**src/rtl/pipe_scoreboard_fwd_pkg.sv**
```systemverilog
// Shared types and defaults for the pipeline scoreboard / forwarding unit.
package pipe_pkg;

    localparam int unsigned DEF_NREG        = 32;
    localparam int unsigned DEF_DEPTH       = 3;
    localparam int unsigned DEF_ALU_LAT     = 1;
    localparam int unsigned DEF_LOAD_LAT    = 2;
    localparam int unsigned DEF_FLUSH_DEPTH = 2;

    // Fixed field widths keep the struct parameter-independent (NREG up to 256).
    localparam int unsigned SB_RD_W  = 8;
    localparam int unsigned SB_LAT_W = 8;

    localparam int unsigned FWD_REGFILE = 0;

    typedef struct packed {
        logic                v;
        logic [SB_RD_W-1:0]  rd;
        logic [SB_LAT_W-1:0] lat;
    } sb_entry_t;

endpackage

```
**src/rtl/pipe_scoreboard_fwd_if.sv**
```systemverilog
// ID-stage request and EX-side forwarding controls between decoder and scoreboard.
interface pipe_scoreboard_fwd_if #(
    parameter int unsigned REGW = 5,
    parameter int unsigned SELW = 2
);
    logic            id_valid;
    logic [REGW-1:0] id_rs;
    logic [REGW-1:0] id_rt;
    logic            id_use_rs;
    logic            id_use_rt;
    logic [REGW-1:0] id_rd;
    logic            id_regwrite;
    logic            id_is_load;
    logic            flush;
    logic            stall;
    logic            ex_valid;
    logic [SELW-1:0] fwd_sel_a;
    logic [SELW-1:0] fwd_sel_b;

    modport master (
        output id_valid, id_rs, id_rt, id_use_rs, id_use_rt,
               id_rd, id_regwrite, id_is_load, flush,
        input  stall, ex_valid, fwd_sel_a, fwd_sel_b
    );

    modport slave (
        input  id_valid, id_rs, id_rt, id_use_rs, id_use_rt,
               id_rd, id_regwrite, id_is_load, flush,
        output stall, ex_valid, fwd_sel_a, fwd_sel_b
    );
endinterface

```
**src/rtl/pipe_scoreboard_fwd_sb_match.sv**
```systemverilog
// Priority matcher: youngest valid scoreboard entry writing the given source register.
module sb_match
    import pipe_pkg::*;
#(
    parameter int unsigned DEPTH = DEF_DEPTH,
    parameter int unsigned REGW  = 5,
    parameter int unsigned SELW  = 2
) (
    input  sb_entry_t            entries [DEPTH],
    input  logic                 use_src,
    input  logic [REGW-1:0]      src,
    output logic                 hit,
    output logic [SELW-1:0]      idx,
    output logic [SB_LAT_W-1:0]  lat
);

    // Scan oldest to youngest so the lowest index overwrites older hits.
    always_comb begin
        hit = 1'b0;
        idx = '0;
        lat = '0;
        if (use_src && (src != '0)) begin
            for (int i = int'(DEPTH) - 1; i >= 0; i--) begin
                if (entries[i].v && (entries[i].rd == SB_RD_W'(src))) begin
                    hit = 1'b1;
                    idx = SELW'(i);
                    lat = entries[i].lat;
                end
            end
        end
    end

endmodule

```
**src/rtl/pipe_scoreboard_fwd.sv**
```systemverilog
// Shift scoreboard of in-flight register writes; decides stall / forward stage / regfile
// for the instruction in ID. Optional perf counters under PIPE_SCOREBOARD_PERF_EN.
module pipe_scoreboard_fwd
    import pipe_pkg::*;
#(
    parameter int unsigned NREG        = DEF_NREG,
    parameter int unsigned REGW        = $clog2(NREG),
    parameter int unsigned DEPTH       = DEF_DEPTH,
    parameter int unsigned ALU_LAT     = DEF_ALU_LAT,
    parameter int unsigned LOAD_LAT    = DEF_LOAD_LAT,
    parameter int unsigned FLUSH_DEPTH = DEF_FLUSH_DEPTH,
    parameter int unsigned SELW        = $clog2(DEPTH + 1)
) (
    input  logic                   clk,
    input  logic                   rst,
    pipe_scoreboard_fwd_if.slave   bus
`ifdef PIPE_SCOREBOARD_PERF_EN
    ,
    output logic [31:0]            perf_stall_cnt,
    output logic [31:0]            perf_fwd_cnt
`endif
);

    localparam logic [SB_LAT_W-1:0] ALU_LAT_L  = SB_LAT_W'(ALU_LAT);
    localparam logic [SB_LAT_W-1:0] LOAD_LAT_L = SB_LAT_W'(LOAD_LAT);

    sb_entry_t entry_q [DEPTH];
    sb_entry_t entry_d [DEPTH];

    logic                hit_a, hit_b;
    logic [SELW-1:0]     idx_a, idx_b;
    logic [SB_LAT_W-1:0] lat_a, lat_b;
    logic [SB_LAT_W-1:0] stage_a, stage_b;
    logic                stall_a, stall_b, stall_c, issue;
    logic [SELW-1:0]     sel_a, sel_b;

    logic                ex_valid_q, ex_valid_d;
    logic [SELW-1:0]     fwd_sel_a_q, fwd_sel_a_d;
    logic [SELW-1:0]     fwd_sel_b_q, fwd_sel_b_d;

    sb_match #(.DEPTH(DEPTH), .REGW(REGW), .SELW(SELW)) u_match_rs (
        .entries (entry_q),
        .use_src (bus.id_use_rs),
        .src     (bus.id_rs),
        .hit     (hit_a),
        .idx     (idx_a),
        .lat     (lat_a)
    );

    sb_match #(.DEPTH(DEPTH), .REGW(REGW), .SELW(SELW)) u_match_rt (
        .entries (entry_q),
        .use_src (bus.id_use_rt),
        .src     (bus.id_rt),
        .hit     (hit_b),
        .idx     (idx_b),
        .lat     (lat_b)
    );

    // Hazard decision: producer at entry i is at stage i+1 when the consumer reaches EX.
    always_comb begin
        stage_a = SB_LAT_W'(idx_a) + SB_LAT_W'(1);
        stage_b = SB_LAT_W'(idx_b) + SB_LAT_W'(1);
        stall_a = hit_a && (stage_a < lat_a);
        stall_b = hit_b && (stage_b < lat_b);
        sel_a   = hit_a ? SELW'(stage_a) : SELW'(FWD_REGFILE);
        sel_b   = hit_b ? SELW'(stage_b) : SELW'(FWD_REGFILE);
        stall_c = bus.id_valid && !bus.flush && (stall_a || stall_b);
        issue   = bus.id_valid && !stall_c && !bus.flush;
    end

    // Next scoreboard contents: insert issued writer or bubble, shift, kill young on flush.
    always_comb begin
        entry_d[0] = '0;
        if (issue && bus.id_regwrite && (bus.id_rd != '0)) begin
            entry_d[0].v   = 1'b1;
            entry_d[0].rd  = SB_RD_W'(bus.id_rd);
            entry_d[0].lat = bus.id_is_load ? LOAD_LAT_L : ALU_LAT_L;
        end
        for (int i = 1; i < int'(DEPTH); i++) begin
            entry_d[i] = entry_q[i-1];
        end
        if (bus.flush) begin
            for (int i = 0; i < int'(FLUSH_DEPTH); i++) begin
                entry_d[i].v = 1'b0;
            end
        end
    end

    // EX-side controls: forward selects on issue, bubble otherwise.
    always_comb begin
        ex_valid_d  = issue;
        fwd_sel_a_d = issue ? sel_a : SELW'(FWD_REGFILE);
        fwd_sel_b_d = issue ? sel_b : SELW'(FWD_REGFILE);
    end

    // State registers.
    always_ff @(posedge clk or negedge rst) begin
        if (!rst) begin
            for (int i = 0; i < int'(DEPTH); i++) begin
                entry_q[i] <= '0;
            end
            ex_valid_q  <= 1'b0;
            fwd_sel_a_q <= '0;
            fwd_sel_b_q <= '0;
        end else begin
            for (int i = 0; i < int'(DEPTH); i++) begin
                entry_q[i] <= entry_d[i];
            end
            ex_valid_q  <= ex_valid_d;
            fwd_sel_a_q <= fwd_sel_a_d;
            fwd_sel_b_q <= fwd_sel_b_d;
        end
    end

    assign bus.stall     = stall_c;
    assign bus.ex_valid  = ex_valid_q;
    assign bus.fwd_sel_a = fwd_sel_a_q;
    assign bus.fwd_sel_b = fwd_sel_b_q;

`ifdef PIPE_SCOREBOARD_PERF_EN
    logic [31:0] stall_cnt_q, stall_cnt_d;
    logic [31:0] fwd_cnt_q, fwd_cnt_d;

    // Saturating event counters.
    always_comb begin
        stall_cnt_d = stall_cnt_q;
        fwd_cnt_d   = fwd_cnt_q;
        if (stall_c && (stall_cnt_q != 32'hFFFF_FFFF)) begin
            stall_cnt_d = stall_cnt_q + 32'd1;
        end
        if (issue && ((sel_a != '0) || (sel_b != '0)) && (fwd_cnt_q != 32'hFFFF_FFFF)) begin
            fwd_cnt_d = fwd_cnt_q + 32'd1;
        end
    end

    // Counter registers.
    always_ff @(posedge clk or negedge rst) begin
        if (!rst) begin
            stall_cnt_q <= '0;
            fwd_cnt_q   <= '0;
        end else begin
            stall_cnt_q <= stall_cnt_d;
            fwd_cnt_q   <= fwd_cnt_d;
        end
    end

    assign perf_stall_cnt = stall_cnt_q;
    assign perf_fwd_cnt   = fwd_cnt_q;
`endif

endmodule
```
**src/flat_wrapper.sv**
```systemverilog
// flat-port wrapper written by rule: the top's interface ports become plain ports
module pipe_scoreboard_fwd_flat import pipe_pkg::*;
#(
    parameter int unsigned NREG        = DEF_NREG,
    parameter int unsigned REGW        = $clog2(NREG),
    parameter int unsigned DEPTH       = DEF_DEPTH,
    parameter int unsigned ALU_LAT     = DEF_ALU_LAT,
    parameter int unsigned LOAD_LAT    = DEF_LOAD_LAT,
    parameter int unsigned FLUSH_DEPTH = DEF_FLUSH_DEPTH,
    parameter int unsigned SELW        = $clog2(DEPTH + 1)
)
  (clk, rst, bus_id_valid, bus_id_rs, bus_id_rt, bus_id_use_rs, bus_id_use_rt, bus_id_rd, bus_id_regwrite, bus_id_is_load, bus_flush, bus_stall, bus_ex_valid, bus_fwd_sel_a, bus_fwd_sel_b);
  pipe_scoreboard_fwd_if #(.REGW(REGW), .SELW(SELW)) bus_i ();
  input  logic clk;
  input  logic rst;
  input wire logic [$bits(bus_i.id_valid)-1:0] bus_id_valid;
  input wire logic [$bits(bus_i.id_rs)-1:0] bus_id_rs;
  input wire logic [$bits(bus_i.id_rt)-1:0] bus_id_rt;
  input wire logic [$bits(bus_i.id_use_rs)-1:0] bus_id_use_rs;
  input wire logic [$bits(bus_i.id_use_rt)-1:0] bus_id_use_rt;
  input wire logic [$bits(bus_i.id_rd)-1:0] bus_id_rd;
  input wire logic [$bits(bus_i.id_regwrite)-1:0] bus_id_regwrite;
  input wire logic [$bits(bus_i.id_is_load)-1:0] bus_id_is_load;
  input wire logic [$bits(bus_i.flush)-1:0] bus_flush;
  output wire logic [$bits(bus_i.stall)-1:0] bus_stall;
  output wire logic [$bits(bus_i.ex_valid)-1:0] bus_ex_valid;
  output wire logic [$bits(bus_i.fwd_sel_a)-1:0] bus_fwd_sel_a;
  output wire logic [$bits(bus_i.fwd_sel_b)-1:0] bus_fwd_sel_b;
  assign bus_i.id_valid = bus_id_valid;
  assign bus_i.id_rs = bus_id_rs;
  assign bus_i.id_rt = bus_id_rt;
  assign bus_i.id_use_rs = bus_id_use_rs;
  assign bus_i.id_use_rt = bus_id_use_rt;
  assign bus_i.id_rd = bus_id_rd;
  assign bus_i.id_regwrite = bus_id_regwrite;
  assign bus_i.id_is_load = bus_id_is_load;
  assign bus_i.flush = bus_flush;
  assign bus_stall = bus_i.stall;
  assign bus_ex_valid = bus_i.ex_valid;
  assign bus_fwd_sel_a = bus_i.fwd_sel_a;
  assign bus_fwd_sel_b = bus_i.fwd_sel_b;
  pipe_scoreboard_fwd #(.NREG(NREG), .REGW(REGW), .DEPTH(DEPTH), .ALU_LAT(ALU_LAT), .LOAD_LAT(LOAD_LAT), .FLUSH_DEPTH(FLUSH_DEPTH), .SELW(SELW)) u_core (.clk(clk), .rst(rst), .bus(bus_i));
endmodule
```
**config.mk**
```make
export PLATFORM = sky130hd
export DESIGN_NAME = pipe_scoreboard_fwd_flat
export DESIGN_NICKNAME = d
export VERILOG_FILES = /design/src/rtl/pipe_scoreboard_fwd_pkg.sv /design/src/rtl/pipe_scoreboard_fwd_if.sv /design/src/rtl/pipe_scoreboard_fwd_sb_match.sv /design/src/rtl/pipe_scoreboard_fwd.sv /design/src/flat_wrapper.sv
export SDC_FILE = /design/constraint.sdc
export NUM_CORES = 1
export LEC_CHECK = 0
export ABC_CLOCK_PERIOD_IN_PS = 6400
export CAP_MARGIN = 20
export CORE_MARGIN = 2
export CORE_UTILIZATION = 55
export DETAILED_ROUTE_END_ITERATION = 10
export PLACE_DENSITY = 0.91
export SLEW_MARGIN = 5
export SYNTH_ARGS = -nofsm -noshare
export SYNTH_HDL_FRONTEND = slang
export SYNTH_SLANG_ARGS = --single-unit
```
**constraint.sdc**
```tcl
create_clock -name clk -period 6.4 [get_ports clk]
set_input_delay 1.6 -clock clk [delete_from_list [all_inputs] [get_ports clk]]
set_output_delay 1.6 -clock clk [all_outputs]
set_load 0.03 [all_outputs]
```
Word-level counts from Yosys, hierarchy flattened
Index checks and enable logic that the tools add are counted.

Register bits after elaboration: 56. Input bits: 23. Output and inout bits: 6. Word-level logic and storage cells: 76.

$add $sub $neg: 2. Order comparisons: 2. Equal/unequal tests: 6. Multiplexer cells: 32. Reduce and logical (&&, ||, !) cells: 22.

Operators by type and width (number): 8-bit 2-to-1 mux (8); 8-bit by 5-bit equality test with 1-bit output (6); 2-bit 2-to-1 mux (13); 17-bit 2-to-1 mux (1); 1-bit logical AND (16); 8-bit less-than comparator (2); 5-bit nonzero test (3); 1-bit 2-to-1 mux (10); 2-bit by 1-bit adder with 3-bit output (second input constant) (2); 1-bit logical NOT (2); 1-bit logical OR (1).

Logic depth before layout (Yosys ltp)
Gate-level depths: netlist (run 1).

Depth in word-level cells: 18. Gate-level depth with buffers: 11. Depth with buffers taken out: 11.

By module
From an unflattened synthesis (run 1), not the netlist that was laid out.

Cells, all modules: 209. Area, all modules: 2011.9 µm².

By module, submodules not included: pipe_scoreboard_fwd (instances 1, cells an instance 73, area an instance 1071.0 µm², sequential area each 725.7 µm²); sb_match (instances 2, cells an instance 68, area an instance 470.5 µm², sequential area each 0.0 µm²).

Worst setup path after synthesis (run 1)
No wires, ideal clock.

Path kind: in2out. From: input port bus_id_rs[0]. To: output port bus_stall. Data arrival time: 3960 ps. Data required time: 4800 ps. Slack: 840 ps. Cell stages on the path: 11. Path buffers: 0. Cell sequence: xor2_1 -> nor4_1 -> and3_1 -> nand2_1 -> nor3_1 -> ha_1 -> ha_1 -> nor3_1 -> o31ai_4 -> o22ai_4 -> and2_1.

Word-level cells in the longest chain between the ends: 11. Elaborated cells between the ends (all ways): 25. Those cells by class: add/sub (1); order compare (1); eq/ne (3); mux (12); reduce/logical (8).

Ends and longest elaborated chain: start, declared (RTL line flat_wrapper.sv:17) `input wire logic [$bits(bus_i.id_rs)-1:0] bus_id_rs;`; 8-bit by 5-bit equality test with 1-bit output (RTL line pipe_scoreboard_fwd_sb_match.sv:24) `if (entries[i].v && (entries[i].rd == SB_RD_W'(src))) begin`; 1-bit logical AND (RTL line pipe_scoreboard_fwd_sb_match.sv:24); 2-bit 2-to-1 mux (3 in a row) (RTL line pipe_scoreboard_fwd_sb_match.sv:24); 2-bit 2-to-1 mux (RTL line pipe_scoreboard_fwd_sb_match.sv:22) `if (use_src && (src != '0)) begin`; 2-bit by 1-bit adder with 3-bit output (RTL line pipe_scoreboard_fwd.sv:61) `stage_a = SB_LAT_W'(idx_a) + SB_LAT_W'(1);`; 8-bit less-than comparator (RTL line pipe_scoreboard_fwd.sv:63) `stall_a = hit_a && (stage_a < lat_a);`; 1-bit logical AND (*) (RTL line pipe_scoreboard_fwd.sv:63); 1-bit logical OR (*) (RTL line pipe_scoreboard_fwd.sv:67) `stall_c = bus.id_valid && !bus.flush && (stall_a || stall_b);`; 1-bit logical AND (*) (RTL line pipe_scoreboard_fwd.sv:67); end, declared (RTL line flat_wrapper.sv:25) `output wire logic [$bits(bus_i.stall)-1:0] bus_stall;`.

Every way passes the cells marked *; elsewhere a longest branch is shown, timed or not.

Worst setup path after layout (run 1)
From: input port bus_id_rs[1]. To: output port bus_stall.

The elaborated chain is that of the path after synthesis.

==> results.sh, run 1 <==
export IMPL_status="completed"
export IMPL_post_route_drc_count=0
export IMPL_antenna_found_initial=0
export IMPL_die_area_um2=3170
export IMPL_synth_edf_count=0
export IMPL_cpPeakStageDelay_ns=0.52
export IMPL_cts_buffer_depth=2
export IMPL_synth_cell_types=30
export IMPL_initial_core_util_pct=59.2
export IMPL_first_pass_iters=4
export IMPL_rows=18
export IMPL_hold_viol=0
export IMPL_r2r_cells=10
export IMPL_synth_mux_area_share_pct=0
export IMPL_relSlewSlack_pct=64.8
export IMPL_cts_setup_buffers=0
export IMPL_routed_wl_mm=3.24
export IMPL_clk_pin_slew_worst_paths_ns=0.14
export IMPL_worstMarginPinSlew_ns=0.527
export IMPL_crit_family="simple AND/OR/NAND/NOR gates"
export IMPL_track_usage_pct=23.0
export IMPL_drv_slew=0
export IMPL_cp_end_kind="primary output"
export IMPL_num_io_pins=29
export IMPL_cp_max_fo=8
export IMPL_crit_path_end="bus_stall"
export IMPL_antenna_left=0
export IMPL_synth_top_area_share_pct=46.5
export IMPL_r2r_start="u_core.entry_d[28]$_DFF_PN0_"
export IMPL_finalCritPeriodShare_pct=97.3
export IMPL_syn_instance_count=135
export IMPL_r2r_end="u_core.entry_q[50]$_DFF_PN0_"
export IMPL_cp_start_kind="input pin"
export IMPL_critPathKind="input pin to primary output"
export IMPL_syn_area_per_cell_um2=11.2
export IMPL_cp_slowest_cell="clkdlybuf4s50_1"
export IMPL_ys_seq_area_share_pct=46.5
export IMPL_core_area_um2=2540
export IMPL_setup_violations_final=0
export IMPL_yosys_area_top_type="dfrtp_1"
export IMPL_syn_num_nets=162
export IMPL_cts_max_level=1
export IMPL_finalNetCount=197
export IMPL_r2r_slack_ns=3.44
export IMPL_fmax_mhz=161
export IMPL_yosys_top_cells_area="dfrtp_1, xor2_1, nor3_1, xnor2_1, ha_1"
export IMPL_synthToLayoutAreaGrowth_pct=26.2
export IMPL_crit_path_start="bus_id_rs[1]"
export IMPL_clock_skew_ns=0.00657
export IMPL_worstSkewPairLatency_ns=0.34
export IMPL_grt_pass1_wl_mm=5.48
export IMPL_gp_routability_congestion=0.864
export IMPL_cts_tree="built"
export IMPL_synth_main_ff_cell="dfrtp_1"
export IMPL_fin_ws_ns=0.171
export IMPL_synth_compound_area_share_pct=11.4
export IMPL_hp_class="flip-flop to flip-flop"
export IMPL_final_cells=199
export IMPL_holdBufCountCts=0
export IMPL_ys_seq_elements=28
export IMPL_path_cells="clkdlybuf4s50_1 -> xor2_1 -> nor4_1 -> and3_1 -> nor3_1 -> ha_1 -> ha_1 -> nor3_1 -> o31ai_4 -> o22ai_4 -> and2_1 -> buf_4"
export IMPL_power_density_nw_per_um2=183
export IMPL_overflow=0
export IMPL_finalCriticalPeriod_ns=6.23
export IMPL_drv_cap=0
export IMPL_first_iter_violations=7
export IMPL_first_global_vias=1212
export IMPL_yosys_warnings=0
export IMPL_peakVddDrop_uv=153
export IMPL_syn_area_um2=1510
export IMPL_p_leak_uw=0.000860
export IMPL_clock_root_buffer="clkbuf_4"
export IMPL_synthAdderAreaFrac_pct=3.32
export IMPL_die_h_um=56.3
export IMPL_worstPathArrival_ns=4.63
export IMPL_die_w_um=56.3
export IMPL_drive_above_1_share_pct=11.2
export IMPL_rsz0062_at_grt="false"
export IMPL_synthArstFlopShare_pct=100
export IMPL_hpwl_mm=2.65
export IMPL_dp_cells=195
export IMPL_routedWlPerCell_um=16.3
export IMPL_diodes=0
export IMPL_via_count=1132
export IMPL_synth_top_family_by_area="simple AND/OR/NAND/NOR gates"
export IMPL_post_place_ws_ns=0.148
export IMPL_critPathRequiredTime_ns=4.80
export IMPL_critical_path_buf_inv_count=2
export IMPL_synth_xor_area_share_pct=17.4
export IMPL_crit_cells=12
export IMPL_cts_made_buffers=3
export IMPL_port_buffers=28
export IMPL_drt_vias_per_instance=5.69
export IMPL_synth_simple_area_share_pct=19.0
export IMPL_grt_max_degree=29
export IMPL_cts_sinks=28
export IMPL_setup_tns_ns=0
[layout make-up]
| type | count | area [um^2] |
|---|---|---|
| clock buffers | 3 | 22.5 |
| fillers | 178 | 644 |
| inverters | 7 | 26.3 |
| repair buffers | 32 | 308 |
| flip-flops and latches | 28 | 701 |
| well taps | 30 | 37.5 |
| clock inverters | 1 | 30.0 |
| multi-input cells | 98 | 776 |
[report_power, final]
group	internal, uW	switching [uW]	total, uW
registers	181	3.79	185
logic	23.3	22.9	46.3
clock network	63.5	52.8	116
total	268	79.5	347
[repair_timing]
item,CTS,global route
gates resized for setup,0,1
endpoints found under the hold margin,0,0
setup endpoints to repair,0,1
[flip-flops by register name (all words and copies together), names as in the netlist]
name / cells
u_core.bus.ex_valid: 1
u_core.bus.fwd_sel_a: 2
u_core.bus.fwd_sel_b: 2
u_core.entry_d: 15
u_core.entry_q: 8
[worst min-delay path by stage]
stage	to	cells after the start	slack (ns)	start
2_1_floorplan	u_core.entry_d[0]$_DFF_PN0_	0	0.33	u_core.entry_d[17]$_DFF_PN0_
5_1_grt	u_core.entry_d[0]$_DFF_PN0_	0	0.40	u_core.entry_d[17]$_DFF_PN0_
3_5_place_dp	u_core.entry_d[0]$_DFF_PN0_	0	0.36	u_core.entry_d[17]$_DFF_PN0_
3_3_place_gp	u_core.entry_d[0]$_DFF_PN0_	0	0.33	u_core.entry_d[17]$_DFF_PN0_
6_report	u_core.entry_d[0]$_DFF_PN0_	0	0.39	u_core.entry_d[17]$_DFF_PN0_
4_1_cts	u_core.entry_d[1]$_DFF_PN0_	0	0.39	u_core.entry_d[18]$_DFF_PN0_
[cell usage after synthesis, types with 2 or more instances]
master,n
inv_1,7
xor2_1,24
or4_1,3
ha_1,4
nand2_1,3
and3_1,6
nor3_1,14
nand3_1,5
a211o_1,2
o31ai_4,2
nor2b_1,2
nor2_1,7
dfrtp_1,28
xnor2_1,6
nor4_1,6
a311oi_1,2
[metal layers]
| layer | vias to the layer above | global-route usage (%) | share of wire [%] |
|---|---|---|---|
| met3 | 7 | 4.15 | 2.9 |
| met1 | 555 | 27.2 | 41 |
| li1 | 547 | - | - |
| met4 | 0 | 9.86 | 2.3 |
| met5 | - | 0 | 0 |
| met2 | 23 | 40.8 | 53 |
[cells in the final DEF, fill, tap and decap left out, types with 3 or more instances in the layout]
master / instances
nor4_1: 6
xnor2_1: 6
nor3_1: 13
ha_1: 4
inv_1: 7
nand3_1: 5
dfrtp_1: 28
and3_1: 6
nor2_1: 7
or4_1: 3
clkdlybuf4s50_1: 27
clkbuf_4: 3
xor2_1: 24
buf_4: 5
nand2_1: 3
[kinds of logic after synthesis]
group	after synthesis
AND/OR/NAND/NOR	50
XOR/XNOR	30
flip-flops	28
AO/OA/AOI/OAI	14
buffers and inverters	9
adder cells (fa/ha/maj)	4
[through the flow]
| step | power [uW] | instance area, um^2 | util (%) | hold slack, ns |
|---|---|---|---|---|
| finish | 347 | 1900 | 74.7 | 0.391 |
| global route | 364 | 1900 | 74.7 | 0.401 |
| CTS | 350 | 1900 | 74.5 | 0.393 |
| detailed placement | 235 | 1840 | 72.4 | 0.362 |
| global placement | 232 | 1840 | 72.4 | 0.333 |
| floorplan | 207 | 1510 | - | 0.331 |
Note: power is estimated with default switching activity, not from simulation.
==> run 2, diff against run 1 <==
CAP_MARGIN = not set   (was 20)
CORE_MARGIN = 1   (was 2)
CTS_CLUSTER_SIZE = 14   (was not set)
==> results.sh, run 2 (synthesized netlist as in run 1, its figures left out) <==
export IMPL_peakVddDrop_uv=137
export IMPL_die_area_um2=2950
export IMPL_diodes=0
export IMPL_rsz0062_at_grt="false"
export IMPL_grt_pass1_wl_mm=5.26
export IMPL_r2r_cells=10
export IMPL_drt_vias_per_instance=6.00
export IMPL_worstMarginPinSlew_ns=0.546
export IMPL_first_pass_iters=6
export IMPL_r2r_slack_ns=3.34
export IMPL_power_density_nw_per_um2=182
export IMPL_finalCriticalPeriod_ns=6.23
export IMPL_relSlewSlack_pct=63.5
export IMPL_cp_start_kind="input pin"
export IMPL_critPathKind="input pin to primary output"
export IMPL_antenna_found_initial=0
export IMPL_finalNetCount=197
export IMPL_drv_slew=0
export IMPL_whs_path_depth=0
export IMPL_overflow=0
export IMPL_cp_common_cell="ha_1"
export IMPL_cts_tree="built"
export IMPL_core_area_um2=2520
export IMPL_hp_class="flip-flop to flip-flop"
export IMPL_drive_above_1_share_pct=12.4
export IMPL_grt_max_degree=29
export IMPL_setup_violations_final=0
export IMPL_worstPathArrival_ns=4.63
export IMPL_cp_end_kind="primary output"
export IMPL_fmax_mhz=161
export IMPL_clock_skew_ns=0.0144
export IMPL_first_global_vias=1175
export IMPL_cpPeakStageDelay_ns=0.55
export IMPL_via_count=1194
export IMPL_place_area_um2=1840
export IMPL_gp_routability_congestion=0.867
export IMPL_die_w_um=54.3
export IMPL_die_h_um=54.3
export IMPL_antenna_left=0
export IMPL_post_route_drc_count=0
export IMPL_setup_tns_ns=0
export IMPL_cts_max_level=1
export IMPL_num_io_pins=29
export IMPL_rows=18
export IMPL_initial_core_util_pct=59.7
export IMPL_hpwl_mm=2.66
export IMPL_routedWlPerCell_um=17.5
export IMPL_crit_family="simple AND/OR/NAND/NOR gates"
export IMPL_worstSkewPairLatency_ns=0.33
export IMPL_final_area_um2=1910
export IMPL_clock_root_buffer="clkbuf_4"
export IMPL_cts_setup_buffers=0
export IMPL_critical_path_buf_inv_count=2
export IMPL_cts_buffer_depth=2
export IMPL_crit_cells=13
export IMPL_final_common_cell="dfrtp_1"
export IMPL_port_buffers=28
export IMPL_cp_slowest_cell="clkdlybuf4s50_1"
export IMPL_drv_cap=0
export IMPL_synthToLayoutAreaGrowth_pct=26.6
export IMPL_path_cells="clkdlybuf4s50_1 -> xor2_1 -> nor4_1 -> and3_1 -> nand2_1 -> nor3_1 -> ha_1 -> ha_1 -> nor3_2 -> o31ai_4 -> o22ai_4 -> and2_1 -> buf_4"
export IMPL_finalCritPeriodShare_pct=97.3
export IMPL_clk_pin_slew_worst_paths_ns=0.14
export IMPL_cts_sinks=28
export IMPL_critPathRequiredTime_ns=4.80
export IMPL_p_leak_uw=0.000862
export IMPL_status="completed"
export IMPL_track_usage_pct=26.3
export IMPL_first_iter_violations=17
export IMPL_cp_max_fo=4
export IMPL_cts_made_buffers=3
export IMPL_most_common_layout_cells="dfrtp_1, clkdlybuf4s50_1, xor2_1, nor3_1"
export IMPL_routed_wl_mm=3.47
export IMPL_largest_reg_flops=15
export IMPL_hold_viol=0
run 2: repair_timing:
action / in CTS / in global routing
gates resized for setup: 0 / 3
hold buffers: 0 / 0
endpoints found under the setup margin: 0 / 1
run 2: routing by layer:
layer / vias up / share of wire [%] / routed length, um / global-route usage, %
li1: 549 / - / - / -
met1: 574 / 40 / 1380 / 31.4
met2: 58 / 52 / 1800 / 46.7
met3: 13 / 5.5 / 191 / 2.50
met4: 0 / 3.1 / 106 / 12.8
met5: - / 0 / 0 / 0
run 2: worst register-to-register path, stage by stage (launching register included):
cell and delay, ns:
dfrtp_1 0.46, xor2_1 0.19, nor4_1 0.31, and3_1 0.40
nor3_1 0.11, ha_1 0.33, ha_1 0.21, nor3_1 0.32
o31ai_4 0.18, o221ai_4 0.32, nor3_1 0.10
run 2: power by group:
| part | total, uW | leakage (uW) | switching (uW) | internal, uW |
|---|---|---|---|---|
| Clock | 115 | 0.0000279 | 51.5 | 63.3 |
| Combinational | 47.6 | 0.000450 | 24.2 | 23.4 |
| Sequential | 185 | 0.000384 | 4.04 | 181 |
run 2: cell type report:
class	instances	area [um^2]
fillers	172	616
clock buffers	3	22.5
repair buffers	32	308
well taps	30	37.5
clock inverters	1	30.0
multi-input cells	98	782
flip-flops and latches	28	701
inverters	7	26.3
run 2: path summary, 6_finish.rpt:
path | endpoint | start
max in group asynchronous | u_core.entry_q[10]$_DFF_PN0_ | rst
setup / recovery | bus_stall | bus_id_rs[3]
setup reg to reg | u_core.entry_d[18]$_DFF_PN0_ | u_core.entry_d[25]$_DFF_PN0_
hold / removal | u_core.entry_d[0]$_DFF_PN0_ | u_core.entry_d[17]$_DFF_PN0_
hold reg to reg | u_core.entry_d[0]$_DFF_PN0_ | u_core.entry_d[17]$_DFF_PN0_
min in group asynchronous | u_core.entry_q[50]$_DFF_PN0_ | rst
run 2: metrics by stage:
step	hold slack (ns)	power (uW)	cells	util [%]	worst slack, ns
2_1_floorplan	0.331	207	135	-	0.840
3_3_place_gp	0.333	232	195	73.1	0.231
3_5_place_dp	0.340	235	195	73.1	0.104
4_1_cts	0.380	348	199	75.1	0.0553
5_1_grt	0.399	360	199	75.6	0.00614
6_report	0.381	348	199	75.6	0.173
